`src/rtl/ysyx_24100006_ifu_pkg.sv`:
```
// Shared definitions for the IF-stage fetch engine: FSM state encoding,
// fault codes used by the PC register's fault mux, and AXI response codes.
package ysyx_24100006_ifu_pkg;

    localparam logic [1:0] S_IDLE = 2'd0;
    localparam logic [1:0] S_AR   = 2'd1;
    localparam logic [1:0] S_R    = 2'd2;
    localparam logic [1:0] S_HOLD = 2'd3;

    // Must stay in sync with the PC register's fault-select encoding.
    localparam logic [1:0] FAULT_NONE = 2'b00;
    localparam logic [1:0] FAULT_BUS  = 2'b01;
    localparam logic [1:0] FAULT_ADDR = 2'b10;

    localparam logic [1:0] OKAY   = 2'b00;
    localparam logic [1:0] EXOKAY = 2'b01;
    localparam logic [1:0] SLVERR = 2'b10;
    localparam logic [1:0] DECERR = 2'b11;

    function automatic logic [1:0] resp_to_fault(input logic [1:0] resp);
        logic [1:0] fault;
        case (resp)
            SLVERR:  fault = FAULT_BUS;
            DECERR:  fault = FAULT_ADDR;
            default: fault = FAULT_NONE;
        endcase
        return fault;
    endfunction

endpackage

```
`src/rtl/ysyx_24100006_ifu_wdog.sv`:
```
// Clearable saturating cycle counter; tc flags the last allowed bus-wait cycle.
// TIMEOUT_CYC = 0 disables the terminal count entirely.
module ysyx_24100006_ifu_wdog #(
    parameter int TIMEOUT_CYC = 1023
) (
    input  logic clk,
    input  logic reset,
    input  logic clr,
    input  logic en,
    output logic tc
);

    localparam bit ENABLED = (TIMEOUT_CYC > 0);
    localparam int CNT_W   = ENABLED ? $clog2(TIMEOUT_CYC + 1) : 1;
    localparam logic [CNT_W-1:0] CNT_SAT  = ENABLED ? CNT_W'(TIMEOUT_CYC) : '0;
    localparam logic [CNT_W-1:0] CNT_LAST = ENABLED ? CNT_W'(TIMEOUT_CYC - 1) : '0;

    logic [CNT_W-1:0] cnt;

    always_ff @(posedge clk) begin
        // NOTE: sequential state uses non-blocking assignments so every
        // register samples pre-edge values regardless of statement order.
        if (reset || clr) begin
            cnt <= '0;
        end else if (en && (cnt != CNT_SAT)) begin
            cnt <= cnt + CNT_W'(1);
        end
    end

    // cnt holds the number of enabled cycles already spent, so the cycle
    // with cnt == TIMEOUT_CYC-1 is the TIMEOUT_CYC-th one.
    assign tc = ENABLED && en && (cnt >= CNT_LAST);

endmodule

```
`src/rtl/ysyx_24100006_ifu_fetch.sv`:
```
// IF-stage fetch engine: one AXI4-Lite read per accepted PC, returns the
// instruction word plus a fault code, and pulses pc_wen on result handshake.
module ysyx_24100006_ifu_fetch
    import ysyx_24100006_ifu_pkg::*;
#(
    parameter int ADDR_W      = 32,
    parameter int DATA_W      = 32,
    parameter int TIMEOUT_CYC = 1023
) (
    input  logic              clk,
    input  logic              reset,
    input  logic [ADDR_W-1:0] pc,
    input  logic              in_valid,
    output logic              in_ready,
    input  logic              flush,
    output logic              out_valid,
    input  logic              out_ready,
    output logic [DATA_W-1:0] inst,
    output logic [ADDR_W-1:0] out_pc,
    output logic [1:0]        access_fault,
    output logic              pc_wen,
    output logic [ADDR_W-1:0] araddr,
    output logic              arvalid,
    input  logic              arready,
    input  logic [DATA_W-1:0] rdata,
    input  logic [1:0]        rresp,
    input  logic              rvalid,
    output logic              rready
);

    logic [1:0]        state;
    logic [1:0]        state_nxt;
    logic              drop;
    logic              drop_nxt;
    logic [ADDR_W-1:0] addr_q;
    logic [DATA_W-1:0] inst_q;
    logic [1:0]        fault_q;

    logic              accept;
    logic              misaligned;
    logic              discard;
    logic              wd_tc;
    logic [1:0]        r_fault;

    logic              res_load;
    logic [DATA_W-1:0] res_inst;
    logic [1:0]        res_fault;

    assign in_ready   = !reset && (state == S_IDLE) && !flush;
    assign accept     = in_valid && in_ready;
    assign misaligned = (pc[1:0] != 2'b00);
    assign discard    = drop || flush;
    assign r_fault    = resp_to_fault(rresp);

    assign arvalid   = (state == S_AR);
    assign rready    = (state == S_R);
    assign out_valid = (state == S_HOLD);
    // flush beats out_ready: a redirected result must never update the PC.
    assign pc_wen    = !reset && out_valid && out_ready && !flush;

    assign araddr       = addr_q;
    assign out_pc       = addr_q;
    assign inst         = inst_q;
    assign access_fault = fault_q;

    ysyx_24100006_ifu_wdog #(
        .TIMEOUT_CYC(TIMEOUT_CYC)
    ) u_wdog (
        .clk  (clk),
        .reset(reset),
        .clr  (accept),
        .en   ((state == S_AR) || (state == S_R)),
        .tc   (wd_tc)
    );

    always_comb begin
        // NOTE: every signal written here gets a default first, so no path
        // can leave one unassigned and infer a latch.
        state_nxt = state;
        drop_nxt  = drop;
        res_load  = 1'b0;
        res_inst  = '0;
        res_fault = FAULT_NONE;

        case (state)
            S_IDLE: begin
                drop_nxt = 1'b0;
                if (accept) begin
                    res_load  = 1'b1;
                    res_fault = misaligned ? FAULT_ADDR : FAULT_NONE;
                    state_nxt = misaligned ? S_HOLD : S_AR;
                end
            end

            S_AR: begin
                if (flush) drop_nxt = 1'b1;
                // The watchdog overrides a same-cycle arready; the late
                // response is never consumed since rready stays low.
                if (wd_tc) begin
                    res_load  = !discard;
                    res_fault = FAULT_BUS;
                    state_nxt = discard ? S_IDLE : S_HOLD;
                end else if (arready) begin
                    state_nxt = S_R;
                end
            end

            S_R: begin
                if (flush) drop_nxt = 1'b1;
                if (rvalid) begin
                    res_load  = !discard;
                    res_fault = r_fault;
                    res_inst  = (r_fault == FAULT_NONE) ? rdata : '0;
                    state_nxt = discard ? S_IDLE : S_HOLD;
                end else if (wd_tc) begin
                    res_load  = !discard;
                    res_fault = FAULT_BUS;
                    state_nxt = discard ? S_IDLE : S_HOLD;
                end
            end

            S_HOLD: begin
                if (flush || out_ready) state_nxt = S_IDLE;
            end

            default: state_nxt = S_IDLE;
        endcase
    end

    always_ff @(posedge clk) begin
        if (reset) begin
            state   <= S_IDLE;
            drop    <= 1'b0;
            addr_q  <= '0;
            inst_q  <= '0;
            fault_q <= FAULT_NONE;
        end else begin
            state <= state_nxt;
            drop  <= drop_nxt;
            if (accept) addr_q <= pc;
            if (res_load) begin
                inst_q  <= res_inst;
                fault_q <= res_fault;
            end
        end
    end

endmodule
```
`config.mk`:
```
export PLATFORM = sky130hd
export DESIGN_NAME = ysyx_24100006_ifu_fetch
export DESIGN_NICKNAME = d
export VERILOG_FILES = /design/src/rtl/ysyx_24100006_ifu_pkg.sv /design/src/rtl/ysyx_24100006_ifu_wdog.sv /design/src/rtl/ysyx_24100006_ifu_fetch.sv
export SDC_FILE = /design/constraint.sdc
export NUM_CORES = 1
export LEC_CHECK = 0
export ABC_AREA = 1
export CAP_MARGIN = 20
export CORE_ASPECT_RATIO = 0.7
export CORE_MARGIN = 2
export CORE_UTILIZATION = 40
export DETAILED_ROUTE_END_ITERATION = 16
export DONT_BUFFER_PORTS = 1
export PLACE_DENSITY = 0.57
export SYNTH_ARGS = -nofsm -noshare
export SYNTH_HDL_FRONTEND = slang
export SYNTH_SLANG_ARGS = --single-unit
```
`constraint.sdc`:
```
create_clock -name clk -period 2.5 [get_ports clk]
set_input_delay 0.375 -clock clk [delete_from_list [all_inputs] [get_ports clk]]
set_output_delay 0.375 -clock clk [all_outputs]
set_load 0.02 [all_outputs]
```
==> parameters.txt, run 1 <==
Parameter                              Value

Outcome
  Status ... finished clean

Timing
  Total setup violations reported at the end of the flow ... 0
  Final WS setup ... 0.2699 ns
  Fmax achieved ... between 400 and 500 MHz
  Setup repair after global routing missed its margin ... false
  Shortest clock period the worst path allows after layout ... 2.230 ns
  Final hold vios ... 0
  Slew at the pin closest to its max-slew limit ... 0.9520 ns
  Post-route worst hold slack ... 0.1223 ns
  Relative slew margins ... 36.46%
  Post-route clock skew ... 0.008805 ns
  Period utilisation layout ... 89.21%
  Final count of pins violating max slew ... 0
  Setup total negative slack ... 0 ns

Place
  DP Area ... 3765 um2
  Setup slack at placement ... 0.2457 ns
  Count of input and output buffers ... 0
  Final estimated routing congestion in global placement ... 0.8514
  Half-perimeter wire length of the detailed placement result ... 6342 um

Layout
  Antenna Diode Count ... 0
  Register area ... between 1500 and 2000 um2
  Layout-stage area growth over the synthesis result ... 3.248%
  Post-route cell area ... ~4100 um2
  Ratio of cells with drive above 1 in the final layout ... 6.607%
  NumNets Final ... 635
  Count of fill cells added during filler insertion ... between 1k and 1.5k
  Area used by multi-input combinational logic ... 1667 um2
  Final core utilization ... 42.21%

Power
  Switching Fraction ... a little under two fifths
  Combinational Power Share ... 21.0%
  Static Leak ... 1.974 nW
  Largest voltage drop on the vdd net ... 0.0003482 V
  Sequential Power Share ... a little under half
  Pwr/cell area ... just under 1000 nW/um2
  Cell internal pwr ... 0.002500 W
  Net load switching power ... 0.001490 W
  Portion of total power attributed to the clock network ... between 30% and 40%

Synthesis
  Post-synthesis net count ... approximately 670
  Sequential-to-total area share from yosys stat ... 40.25%
  Syn. warnings ... 0
  Flip-flop and latch count after synthesis ... 79
  Total standard cell area after synthesis ... 3929 um2
  Gate Count Post-Synth ... 594
  Number of library cell types mapped by synthesis ... 27
  Synthesized area divided by synthesized cell count ... 6.614 um2

Global routing
  GRT Overall Usage ... 16.50%
  Wire length of the first global-routing pass ... 13740 um
  Pin count of the biggest net entering global routing ... 71
  Final global-route overflow total ... 0
  Antenna violations before repair ... 0
  Number of global-route vias before repair ... 2902

Worst setup path
  Endpoint class of the critical path ... flip-flop
  Required time at the worst-slack endpoint ... 2.76 ns
  Worst setup SP type ... flip-flop
  Critical path type ... flip-flop to flip-flop
  Worst setup slack for register-to-register paths ... 0.27 ns
  Crit path DAT ... 2.49 ns
  Worst-path maximum fanout ... between 60 and 70

Detailed routing
  First-pass detailed-route iteration total ... 6
  Final WL ... 8912 um
  Final routed DRC violation total ... 0
  Average wire per standard cell ... 12.95 um
  Final ANT Viol Nets ... 0
  Via-to-Cell Ratio ... 4.578
  Iter 0 DRT Violations ... approximately 130
  Total via count in the routed design ... 3150

Die
  Overall die area ... 10640 um2
  Num ports ... about 180
  Die height ... about 87 um
  Die width ... about 120 um
  Number of placement rows ... 30
  Placeable Area ... 9609 um2
  Effective utilization at floorplan ... 40.89%

CTS
  CTS buffer count ... 9
  Post-CTS Resized ... 0
  Worst-Skew Late Latency ... 0.33 ns
  Clock Tree Root ... clkbuf_16
  Maximum number of buffers from clock root to sink ... 2
  Postcts setup bufs ... 0
  Hold-fix buffers at CTS ... 0
  TritonCTS clock tree ... built
  CTS HTree Levels ... 3
  CTS clock-pin slew for the worst setup and hold paths ... 0.06 ns
  Clock sink total ... 79

Run
  Count of max-cap constraint violations ... 0

Hold path
  Type of the most critical hold path ... input port to flip-flop
## path summary, 6_finish.rpt
path,from,to,cells after the start
setup / recovery,state[0]$_SDFFE_PP0P_,inst[1]$_SDFFE_PP0P_,12
hold / removal,reset,drop$_SDFFE_PP0P_,1
setup reg to reg,state[0]$_SDFFE_PP0P_,inst[1]$_SDFFE_PP0P_,12
hold reg to reg,u_wdog.cnt[3]$_SDFFE_PP0P_,u_wdog.cnt[3]$_SDFFE_PP0P_,2
## cell usage after synthesis (all sizes together)
cell | instances | area share [%]
nor3b | 1 | 0.19
clkbuf | 10 | 0.96
inv | 85 | 8.1
nand3 | 7 | 1.5
ha | 7 | 2.2
dfxtp | 79 | 40
nor3 | 6 | 0.76
buf | 45 | 8.2
nand3b | 1 | 0.19
a31oi | 1 | 0.16
o211ai | 1 | 0.19
a21oi | 14 | 1.8
nand2 | 108 | 11
a211oi | 1 | 0.19
xor2 | 2 | 0.45
nor2 | 185 | 18
o21ai | 35 | 4.5
xnor2 | 4 | 0.89
nand4 | 2 | 0.32
## cell families (layout without fill, tap and decap cells)
kind of cell	after synthesis	after routing	share of synthesized area, %
compound gates	52	52	6.784
fa+ha+maj	7	7	2.229
simple gates	310	310	32.07
buf+inv	140	106	17.32
xor+xnor	6	6	1.338
flops	79	79	40.25
## power by group through the flow
| stage | clock network [W] | registers, W | logic, W |
|---|---|---|---|
| 2_1_floorplan | 0 | 0.00178 | 0.000859 |
| 3_3_place_gp | 0 | 0.00191 | 0.000819 |
| 3_5_place_dp | 0 | 0.00191 | 0.000838 |
| 4_1_cts | 0.00133 | 0.00188 | 0.000845 |
| 5_1_grt | 0.00137 | 0.00191 | 0.000975 |
| 6_report | 0.00127 | 0.00188 | 0.000836 |
## metal layers
metal  global-route usage (%)  wire (um)  vias up
met5                        0          0        -
met4                    6.479        191        0
met3                    7.199        711       16
li1                         -          -     1655
met2                    28.79       4298      101
met1                    17.68       3711     1378
## critical path, stage by stage, from the launching register on
cell and delay, ns:
dfxtp_1 0.36, inv_1 0.10, ha_1 0.34, inv_1 0.05, nor2_1 0.16, nand2_1 0.07, nor2_1 0.11, nand3_2 0.11
nand3_4 0.12, nand2_4 0.36, nand2_1 0.18, nand2_1 0.06, nor2_1 0.11
## cell usage in the layout (no fill, tap or decap), types with 4 or more instances in the layout
cell	Yosys	routed
inv_1	84	84
buf_4	32	5
o21ai_0	35	35
nand3_1	4	4
nor2_1	184	184
ha_1	7	7
nand2_1	95	95
nor3_1	6	6
a21oi_1	14	14
nand2_2	12	12
dfxtp_1	79	79
xnor2_1	4	4
clkbuf_16	0	9
## registers in the layout, summed over array words and instances (netlist names)
register and count:
u_wdog.cnt 10, drop 1, araddr 32, inst 32
access_fault 2, state 2
## per-stage QoR
step	instances	power, W
6_report	688	0.003990
5_1_grt	688	0.004260
4_1_cts	688	0.004055
3_5_place_dp	672	0.002751
3_3_place_gp	672	0.002725
2_1_floorplan	594	0.002643
## layout make-up
class	count	area share [%]
multi-input cells	375	41.09
flip-flops and latches	79	38.99
inverters	85	7.866
clock buffers	11	5.737
well taps	128	3.948
clock inverters	5	1.450
repair buffers	5	0.9254
Note: power is estimated with default switching activity, not from simulation.
==> inputs of run 2 (changes only) <==
Settings changed: CTS_CLUSTER_SIZE from default to 24.
==> results of run 2 <==
Same layout as run 1: the final DEF is identical, and so are final timing and power.
